--- src/rtl/bcd_pkg.sv ---
// Shared definitions for the binary-to-BCD converter: FSM states, the
// double-dabble adjust constants and the 7-segment digit patterns.
package bcd_pkg;

  typedef enum logic [1:0] {
    ST_IDLE  = 2'd0,
    ST_ADJ   = 2'd1,
    ST_SHIFT = 2'd2,
    ST_DONE  = 2'd3
  } state_e;

  localparam logic [3:0] ADJ_THRESH = 4'd5;
  localparam logic [3:0] ADJ_ADD    = 4'd3;

  // Active-high segment patterns, bit order gfedcba
  localparam logic [6:0] SEG_0     = 7'h3F;
  localparam logic [6:0] SEG_1     = 7'h06;
  localparam logic [6:0] SEG_2     = 7'h5B;
  localparam logic [6:0] SEG_3     = 7'h4F;
  localparam logic [6:0] SEG_4     = 7'h66;
  localparam logic [6:0] SEG_5     = 7'h6D;
  localparam logic [6:0] SEG_6     = 7'h7D;
  localparam logic [6:0] SEG_7     = 7'h07;
  localparam logic [6:0] SEG_8     = 7'h7F;
  localparam logic [6:0] SEG_9     = 7'h6F;
  localparam logic [6:0] SEG_BLANK = 7'h00;

  // 4-bit add-3 with no carry out; digits below the threshold pass through
  function automatic logic [3:0] digit_adjust(input logic [3:0] d);
    logic [3:0] r;
    if (d >= ADJ_THRESH) begin
      r = d + ADJ_ADD;
    end else begin
      r = d;
    end
    return r;
  endfunction

  function automatic logic [6:0] seg7_encode(input logic [3:0] d);
    logic [6:0] s;
    case (d)
      4'd0:    s = SEG_0;
      4'd1:    s = SEG_1;
      4'd2:    s = SEG_2;
      4'd3:    s = SEG_3;
      4'd4:    s = SEG_4;
      4'd5:    s = SEG_5;
      4'd6:    s = SEG_6;
      4'd7:    s = SEG_7;
      4'd8:    s = SEG_8;
      4'd9:    s = SEG_9;
      default: s = SEG_BLANK;
    endcase
    return s;
  endfunction

endpackage

--- src/rtl/bcd_to_seg7.sv ---
// Single BCD digit to active-high 7-segment pattern (gfedcba); non-decimal
// codes are blanked.
module bcd_to_seg7 (
  input  logic [3:0] digit_i,
  output logic [6:0] seg_o
);
  import bcd_pkg::*;

  // Pure lookup, no state
  always_comb begin
    seg_o = seg7_encode(digit_i);
  end

endmodule

--- src/rtl/bcd_conv8.sv ---
// Sequential shift-and-add-3 binary-to-BCD converter with registered result.
// Optional 7-segment outputs are enabled by defining BCD_SEG7_EN.
module bcd_conv8 #(
  parameter int IN_W   = 8,
  parameter int DIGITS = 3
) (
  input  logic                  clk,
  input  logic                  rst_n,
  input  logic                  init,
  input  logic [IN_W-1:0]       bin,
  output logic [4*DIGITS-1:0]   bcd,
  output logic                  done,
  output logic                  busy
`ifdef BCD_SEG7_EN
  ,
  output logic [7*DIGITS-1:0]   seg
`endif
);
  import bcd_pkg::*;

  localparam int BCD_W = 4 * DIGITS;
  localparam int SCR_W = BCD_W + IN_W;
  localparam int CNT_W = $clog2(IN_W + 1);

  state_e             state_q;
  logic [SCR_W-1:0]   scr_q;
  logic [CNT_W-1:0]   cnt_q;
  logic [BCD_W-1:0]   bcd_q;
  logic               done_q;
  logic               busy_q;

  logic [SCR_W-1:0]   adj_scr_d;
  logic [SCR_W-1:0]   shl_scr_d;
  logic [CNT_W-1:0]   cnt_dec_d;

  // Datapath candidates for the ADJ and SHIFT steps
  always_comb begin
    adj_scr_d = scr_q;
    for (int k = 0; k < DIGITS; k++) begin
      adj_scr_d[IN_W + 4*k +: 4] = digit_adjust(scr_q[IN_W + 4*k +: 4]);
    end
    shl_scr_d = {scr_q[SCR_W-2:0], 1'b0};
    cnt_dec_d = cnt_q - CNT_W'(1);
  end

  // Control FSM; bcd only updates on the final shift so it is stable otherwise
  always_ff @(posedge clk or negedge rst_n) begin
    if (!rst_n) begin
      state_q <= ST_IDLE;
      scr_q   <= '0;
      cnt_q   <= '0;
      bcd_q   <= '0;
      done_q  <= 1'b0;
      busy_q  <= 1'b0;
    end else begin
      case (state_q)
        ST_IDLE, ST_DONE: begin
          if (init) begin
            scr_q   <= {{BCD_W{1'b0}}, bin};
            cnt_q   <= CNT_W'(IN_W);
            state_q <= ST_ADJ;
            busy_q  <= 1'b1;
            done_q  <= 1'b0;
          end
        end
        ST_ADJ: begin
          scr_q   <= adj_scr_d;
          state_q <= ST_SHIFT;
        end
        ST_SHIFT: begin
          scr_q <= shl_scr_d;
          cnt_q <= cnt_dec_d;
          if (cnt_dec_d == '0) begin
            bcd_q   <= shl_scr_d[SCR_W-1 -: BCD_W];
            state_q <= ST_DONE;
            done_q  <= 1'b1;
            busy_q  <= 1'b0;
          end else begin
            state_q <= ST_ADJ;
          end
        end
        default: begin
          state_q <= ST_IDLE;
          done_q  <= 1'b0;
          busy_q  <= 1'b0;
        end
      endcase
    end
  end

  assign bcd  = bcd_q;
  assign done = done_q;
  assign busy = busy_q;

`ifdef BCD_SEG7_EN
  for (genvar k = 0; k < DIGITS; k++) begin : g_seg
    bcd_to_seg7 u_seg (
      .digit_i (bcd_q[4*k +: 4]),
      .seg_o   (seg[7*k +: 7])
    );
  end
`endif

endmodule

--- config.mk ---
export PLATFORM = sky130hd
export DESIGN_NAME = bcd_conv8
export DESIGN_NICKNAME = d
export VERILOG_FILES = /design/src/rtl/bcd_pkg.sv /design/src/rtl/bcd_to_seg7.sv /design/src/rtl/bcd_conv8.sv
export SDC_FILE = /design/constraint.sdc
export NUM_CORES = 1
export LEC_CHECK = 0
export ABC_AREA = 1
export CAP_MARGIN = 20
export CORE_ASPECT_RATIO = 1.1
export CORE_MARGIN = 1
export CORE_UTILIZATION = 46
export DETAILED_ROUTE_END_ITERATION = 12
export GPL_TIMING_DRIVEN = 0
export HOLD_SLACK_MARGIN = 0.02
export MAX_ROUTING_LAYER = met4
export PLACE_DENSITY = 0.75
export REMOVE_ABC_BUFFERS = 1
export SLEW_MARGIN = 0
export SYNTH_ARGS = -nofsm -noshare
export SYNTH_HDL_FRONTEND = slang
export SYNTH_SLANG_ARGS = --single-unit
--- constraint.sdc ---
create_clock -name clk -period 2.3 [get_ports clk]
set_input_delay 0.23 -clock clk [delete_from_list [all_inputs] [get_ports clk]]
set_output_delay 0.23 -clock clk [all_outputs]
set_load 0.1 [all_outputs]
==> metrics.yaml <==
outcome:
  status: "complete, no violations"
setup_path:
  path_class: "reg2reg"
  required_ps: 2460
  crit_path_start_kind: "flop"
  crit_family: "simple AND/OR/NAND/NOR gates"
  cp_data_arrival_time_ps: 2180
  max_stage_delay_ps: 510
  worstSetupPathDepth: 7
  crit_chain: "inv_1 -> ha_2 -> inv_2 -> nor2_4 -> nor2_2 -> nor2_1 -> a31oi_1"
  endpoint_kind: "flop"
  r2r_cells: 7
  crit_buf_inv: 2
  crit_fanout: 15
  cp_slowest_cell: "ha_2"
route:
  post_drt_wl_per_cell_um: 11.9
  vias_per_cell: 5.03
  final_antenna_net_count: 0
  drt_iter0_markers: 87
  dr.pass1.iters: 4
  drcViolationCount: 0
  via_count: 1765
  wirelength_um: 4170
clock_tree:
  cts_hold_buf: 0
  htree_levels: 2
  cts_buffer_depth: 2
  clock-sinks: 40
  cts_resized: 0
  path_clk_slew_ps: 80
  insertion_delay_ps: 300
  root_buffer: "clkbuf_8"
  cts_tree: "built"
  numCtsBuffers: 5
  post_cts_buffers: 0
worst_hold_path:
  hp-class: "in2async"
timing:
  hold_ws_ps: 48.6
  drv_slew: 0
  worst_slew_pin_slew_ps: 969
  layout_setup_ws_ps: 276
  hold_viol: 0
  setup_viol: 0
  post-route-period-util: 0.880
  slew_headroom: 0.352
  rsz0062_at_grt: "no"
  setup_tns_ps: 0
  fmax_ghz: 0.494
  clock_skew_ps: 6.08
  post-route-min-period_ps: 2020
die:
  rows: 25
  pin_count: 25
  chipHeight_um: 74.0
  dieArea_um2: 4990
  die_x_um: 67.5
  start_util: 0.492
  coreArea_um2: 4410
layout:
  nNetsFinal: 318
  area_growth_pct: 15.8
  antennaDiodeCount: 0
  mostFrequentLayoutCells: "87 x nand2_1, 40 x dfrtp_1, 33 x o21ai_0, 28 x inv_1, 23 x clkdlybuf4s50_1"
  final_layout_size_suffix_gt1_frac: 0.0774
  layout_commonest_cell: "nand2_1"
job:
  max_cap_violations: 0
logic_synthesis:
  ys_seq_area_frac: 0.462
  synth.cell_area_um2: 2170
  ys_ff_latch: 40
  syn_avg_cell_area_um2: 7.88
  synth_cells: 275
  yosysUniqueCellTypes: 21
  yosys_warnings: 0
global_route:
  grt_pass1_vias: 1573
  grt_max_degree: 41
  grtUsageTotal: 0.196
  grt.overflow.total: 0
  antenna_found_initial: 0
  grt_first_pass_wirelength_um: 6970
pwr:
  clkPwrFrac: 0.157
  seq_power_share: 0.299
  leakagePower_nw: 1.23
  power_w: 0.00364
  p_int_w: 0.00180
  ir_drop_v: 0.000593
  p_per_area_nw_per_um2: 1450
  combPwrFrac: 0.544
  p_switching_w: 0.00184
  swShare: 0.504
place:
  hpwl_um: 2750
  gp_congestion: 0.809
  pre_cts_ws_ps: 106
  portBuffers: 24
==> final timing paths <==
path                                         from                     to  slack [ps]
max                        state_q[0]$_DFFE_PN0N_   scr_q[3]$_DFFE_PN0P_         280
min                                         rst_n  scr_q[18]$_DFFE_PN0P_          50
max reg2reg                state_q[0]$_DFFE_PN0N_   scr_q[3]$_DFFE_PN0P_         280
min reg2reg                      done$_DFFE_PN0P_       done$_DFFE_PN0P_         480
max in group asynchronous                   rst_n     bcd[4]$_DFFE_PN0P_        1690
min in group clk                 done$_DFFE_PN0P_       done$_DFFE_PN0P_         480
==> per-stage QoR <==
step	instances	cell area [um^2]	util
after floorplan	265	2090	-
after global placement	343	2400	0.545
after detailed placement	343	2400	0.544
after CTS	351	2510	0.569
after global routing	351	2510	0.569
final	351	2510	0.569
==> power by group through the flow <==
stage	Clock, W	Combinational (W)	Sequential [W]
floorplan	0	0.00105	0.00156
CTS	0.000579	0.00198	0.00109
detailed placement	0	0.00197	0.00110
global route	0.000616	0.00219	0.00112
finish	0.000570	0.00198	0.00109
global placement	0	0.00192	0.00109
==> layout make-up <==
cell class / instances / area [um^2]
fill: 439 / 1900
sequential: 40 / 1000
clock inverter: 3 / 42.5
inverter: 30 / 113
tap: 54 / 67.6
multi-input combinational: 195 / 983
clock buffer: 5 / 68.8
timing repair buffer: 24 / 235
==> flip-flops by register name (all words and copies together) (netlist names) <==
register and flops:
busy 1, done 1, bcd 12, cnt_q 4, state_q 2, scr_q 20
==> cell families after synthesis <==
family | count (synthesis) | synth area share
AOI/OAI and AO/OA | 53 | 0.132
adders and majority gates | 11 | 0.0635
buffers and inverters | 40 | 0.0860
DFF | 40 | 0.462
and+or+nand+nor | 131 | 0.257
==> metal layers <==
layer / track usage / vias to the layer above / share of wire
li1: - / 917 / -
met1: 0.224 / 811 / 0.48
met2: 0.331 / 32 / 0.48
met3: 0.0460 / 5 / 0.029
met4: 0.0709 / 0 / 0.013
met5: - / - / 0
==> Yosys cell counts <==
cell       n  area, um^2
nand2_1   87         327
dfrtp_1   40        1000
o21ai_0   33         165
inv_1     28         105
nor2_1    22        82.6
ha_1      11         138
nand3_1   11        55.1
a31oi_1    7        43.8
o22ai_1    7        43.8
nand2_2    5        31.3
nor2_4     4        45.0
buf_4      3        22.5
buf_6      3        33.8
o21ai_1    3        15.0
a21oi_1    2        10.0
buf_2      2        10.0
clkbuf_1   2        7.51
inv_2      2        7.51
nand2_4    1        11.3
nor2_2     1        6.26
o211ai_1   1        7.51
Note: power is estimated with default switching activity, not from simulation.
==> patch 1 (same settings) <==
Reset style: synchronous (`rst_n`), changed in one clocked block.
--- a/src/rtl/bcd_conv8.sv
+++ b/src/rtl/bcd_conv8.sv
@@ -45,5 +45,5 @@
 
   // Control FSM; bcd only updates on the final shift so it is stable otherwise
-  always_ff @(posedge clk or negedge rst_n) begin
+  always_ff @(posedge clk) begin
     if (!rst_n) begin
       state_q <= ST_IDLE;
Check against the original RTL: differs if rst_n is asserted again (counterexample within 4 cycles, from zero or initial values and one cycle with rst_n low); with rst_n held inactive, the same outputs for 10 cycles.
==> patch 1 against the unedited design <==
Routed wire length increased by 5.2%. Final area decreased by 5.4%. Die area decreased by 5.9%. Critical endpoint is now scr_q[9]$_SDFFE_PN0P_. Sequential cell count unchanged. Critical path type unchanged. Final cell count increased by 0.57%. Setup slack improved by 0.017 ns. Synthesized area decreased by 6.1%.
Power is not compared: it rests on default switching activity, and its combinational part moved more than twofold at a synthesized area within 25%.
==> patch 1: results <==
export IMPL_outcome="completed"
export IMPL_grt_total_usage_pct=21.22
export IMPL_arrival_ns=2.14
export IMPL_final_layout_size_suffix_gt1_share_pct=10.70
export IMPL_wl_per_cell_um=12.44
export IMPL_grt_pass1_vias=1772
export IMPL_clock_latency_ns=0.28
export IMPL_globalplace_congestion=0.8615
export IMPL_placed_cell_area_um2=2286
export IMPL_fillers=409
export IMPL_path_delay_family="adder cells"
export IMPL_skew_ns=0.003559
export IMPL_ys_types=29
export IMPL_top_register="scr_q"
export IMPL_cp_slowest_cell="ha_1"
export IMPL_dr_first_iter_drc_count=64
export IMPL_grt_max_degree=22
export IMPL_netlist_top_cells_count="57 x nand2_1, 40 x dfxtp_1, 29 x a21oi_1"
export IMPL_cts_buffer_depth=2
export IMPL_synth_area_leaders="dfxtp_1 39%, nand2_1 11%, a21oi_1 7.1%, ha_1 6.8%, o21ai_0 5.2%"
export IMPL_ys_warn_count=0
export IMPL_ir_drop_mv=0.4175
export IMPL_cpPeakStageDelay_ns=0.56
export IMPL_antenna_found_initial=0
export IMPL_crit_fanout=12
export IMPL_synthArstFlopShare_pct=0
export IMPL_vias_per_cell=5.139
export IMPL_cts_buffers=5
export IMPL_cap_violations=0
export IMPL_synth_edf_count=0
export IMPL_largest_reg_flops=20
export IMPL_dp_hpwl_mm=2.987
export IMPL_tightest_slew_ns=0.9764
export IMPL_place_ws_ns=0.2076
export IMPL_grt_pass1_wl_mm=7.486
export IMPL_drtPass1Iterations=4
export IMPL_ys_seq_area_share_pct=39.34
export IMPL_diodes=0
export IMPL_yosys_most_used_dff="dfxtp_1"
export IMPL_fin_nets=320
export IMPL_hp_class="reg2reg"
export IMPL_p_leak_nw=0.9089
-- patch 1: changes by cell type after synthesis, moves of 3 or more --
cell | before | now
clkbuf_1 | 2 | 5
a31oi_1 | 7 | 1
o21ai_0 | 33 | 21
buf_4 | 3 | 0
nand2_1 | 87 | 57
inv_1 | 28 | 25
nand3_1 | 11 | 7
dfrtp_1 | 40 | 0
a21oi_1 | 2 | 29
a22oi_1 | 0 | 6
o21ai_1 | 3 | 8
a21oi_2 | 0 | 6
dfxtp_1 | 0 | 40
-- patch 1: kinds of logic (layout without fill, tap and decap cells) --
logic type,after synthesis,in the layout,share of synthesized area (%)
compound gates,80,80,22.80
fa+ha+maj,11,11,6.761
buf+inv,40,63,8.666
flops,40,40,39.34
simple gates,105,105,22.43
-- patch 1: path summary, 6_finish.rpt --
path,cells after the start,start,endpoint,slack [ns]
worst max register to register,9,state_q[0]$_SDFFE_PN0N_,scr_q[9]$_SDFFE_PN0P_,0.29
worst min register to register,2,done$_SDFFE_PN0P_,done$_SDFFE_PN0P_,0.45
worst max-delay path,9,state_q[0]$_SDFFE_PN0N_,scr_q[9]$_SDFFE_PN0P_,0.29
worst min-delay path,2,done$_SDFFE_PN0P_,done$_SDFFE_PN0P_,0.45
-- patch 1: power breakdown --
part / internal (mW) / switching, mW
sequential: 0.746 / 0.0389
combinational: 0.130 / 0.259
clock: 0.245 / 0.228
-- patch 1: cell type report --
class / count / area (µm²) / area share [%]
tap: 54 / 67.56 / 2.844
sequential: 40 / 800.8 / 33.70
timing repair buffer: 24 / 240.2 / 10.11
multi-input combinational: 196 / 1059 / 44.55
clock buffer: 8 / 90.09 / 3.791
inverter: 31 / 118.9 / 5.003
-- patch 1: layer usage --
metal / wire [µm] / share of wire [%] / track usage, %
met5: 0 / 0 / -
met4: 68 / 1.5 / 9.662
met3: 181 / 4.1 / 4.140
met2: 2120 / 48 / 34.36
met1: 2022 / 46 / 25.22
-- patch 1: worst reg2reg max path, stage by stage, from the launching register on --
cell     delay, ns
dfxtp_1       0.38
inv_1         0.07
ha_1          0.56
inv_2         0.15
nor2_4        0.18
inv_1         0.15
nand2_1       0.17
inv_1         0.07
nand3_1       0.07
a21oi_1       0.06
-- patch 1: stage by stage --
step | utilization (%) | instances
CTS | 55.45 | 353
global route | 55.45 | 353
global placement | 53.34 | 345
floorplan | - | 267
detailed placement | 53.34 | 345
finish | 55.45 | 353
==> patch 2 (config.mk and constraints unchanged) <==
Without the edit above. The option `BCD_SEG7_EN` is turned on by a define.
--- a/src/rtl/bcd_conv8.sv
+++ b/src/rtl/bcd_conv8.sv
@@ -1,4 +1,6 @@
 // Sequential shift-and-add-3 binary-to-BCD converter with registered result.
 // Optional 7-segment outputs are enabled by defining BCD_SEG7_EN.
+`define BCD_SEG7_EN
+
 module bcd_conv8 #(
   parameter int IN_W   = 8,
Behaviour (old outputs only; new: seg): unchanged (Yosys induction, for registers that start in step).
==> patch 2 against the unedited design <==
Final area is 30% higher. Sequential cell count stayed put. Critical path depth is 1 lower. Maximum frequency is 7.8% lower. Worst hold slack better by 0.016 ns. Setup slack worse by 0.17 ns. Routed wire length is 24% higher. Synthesized area is 25% higher. Core utilization is 0.15 points lower. Count of clock-buffer cells in the layout is 3 higher. Via count is 32% higher. Sequential share of layout area is 9.1 points lower. Critical path type is now reg2out.
Power is left out: the tool's default activity adds up to more than one toggle a clock period on the data nets, which glitch-free logic cannot reach.
==> patch 2: results <==
export IMPL_reg2reg_to="scr_q[0]$_DFFE_PN0P_"
export IMPL_ys_seq_area_share_pct=36.82
export IMPL_crit_start="bcd[5]$_DFFE_PN0P_"
export IMPL_busiest_layer="met2"
export IMPL_antenna_found_initial=0
export IMPL_vias_per_cell=4.842
export IMPL_final_layout_size_suffix_gt1_share_pct=14.85
export IMPL_arrival_ns=1.97
export IMPL_fin_crit_sh_pct=95.49
export IMPL_synth_compound_area_share_pct=17.07
export IMPL_grt_pass1_wl_mm=8.859
export IMPL_largest_reg_flops=20
export IMPL_crit_fanout=5
export IMPL_outcome="completed"
export IMPL_relSlewSlack_pct=34.41
export IMPL_met2_usage_pct=32.41
export IMPL_synth_area_leaders="dfrtp_1 37%, nand2_1 14%, ha_1 13%, inv_1 7.0%, o21ai_0 6.1%"
export IMPL_setup_violations=0
export IMPL_use_met3_pct=3.883
export IMPL_portBuffers=45
export IMPL_cp_slowest_cell="clkdlybuf4s15_2"
export IMPL_rrSetupSlack_ns=0.31
export IMPL_ys_warn_count=0
export IMPL_netlist_top_cells_count="102 x nand2_1, 51 x inv_1, 40 x dfrtp_1"
export IMPL_clock_latency_ns=0.28
export IMPL_dr_first_iter_drc_count=71
export IMPL_cpPeakStageDelay_ns=0.55
export IMPL_skew_ns=0.003295
export IMPL_grt_total_usage_pct=18.80
export IMPL_globalplace_congestion=0.7944
export IMPL_synth_adder_area_share_pct=13.35
export IMPL_cts_root_buf="clkbuf_8"
export IMPL_place_ws_ns=-0.2281
export IMPL_fillers=561
export IMPL_cts_buffers=5
export IMPL_drt_total_wl_mm=5.176
export IMPL_grt_pass1_vias=2124
export IMPL_hold_worst_slack_ns=0.06456
export IMPL_vias=2329
export IMPL_startpoint_type="flip-flop"
export IMPL_placed_cell_area_um2=3206
export IMPL_finalCoreUtilization_pct=56.79
export IMPL_avgSynthCellArea_um2=7.595
export IMPL_grtUsageMet1_pct=22.47
export IMPL_endpoint="seg[13]"
export IMPL_post_cts_buffers=0
export IMPL_ys_types=24
export IMPL_dp_hpwl_mm=3.808
export IMPL_fin_nets=443
export IMPL_dp_cells=473
export IMPL_path_delay_family="buffers and inverters"
export IMPL_yosys_most_used_dff="dfrtp_1"
export IMPL_hp_class="in2async"
[patch 2: changes by cell type in the layout (fill, tap and decap cells not counted), moves of 10 or more]
cell / delta
inv_1: +23
nand2_1: +15
o21ai_2: +10
buf_2: +10
o21ai_1: +21
ha_1: +19
[patch 2: what timing repair did]
| action | 4_1_cts | 5_1_grt |
|---|---|---|
| gates resized for setup | 67 | 24 |
| endpoints found under the hold margin | 0 | 0 |
| hold buffers | 0 | 0 |
| pin swaps | 0 | 0 |
| cloned | 0 | 0 |
| setup endpoints to repair | 21 | 21 |
[patch 2: layout make-up]
cell class                 count  area share, %
sequential                    40          30.75
timing repair buffer          45          12.30
inverter                      54          6.226
tap                           77          2.959
clock buffer                   8          2.767
multi-input combinational    257          45.00
[patch 2: routing by layer]
layer | share of wire [%] | routed length (µm)
met1 | 48 | 2469
met2 | 49 | 2526
met3 | 2.8 | 144
met4 | 0.70 | 36
met5 | 0 | 0
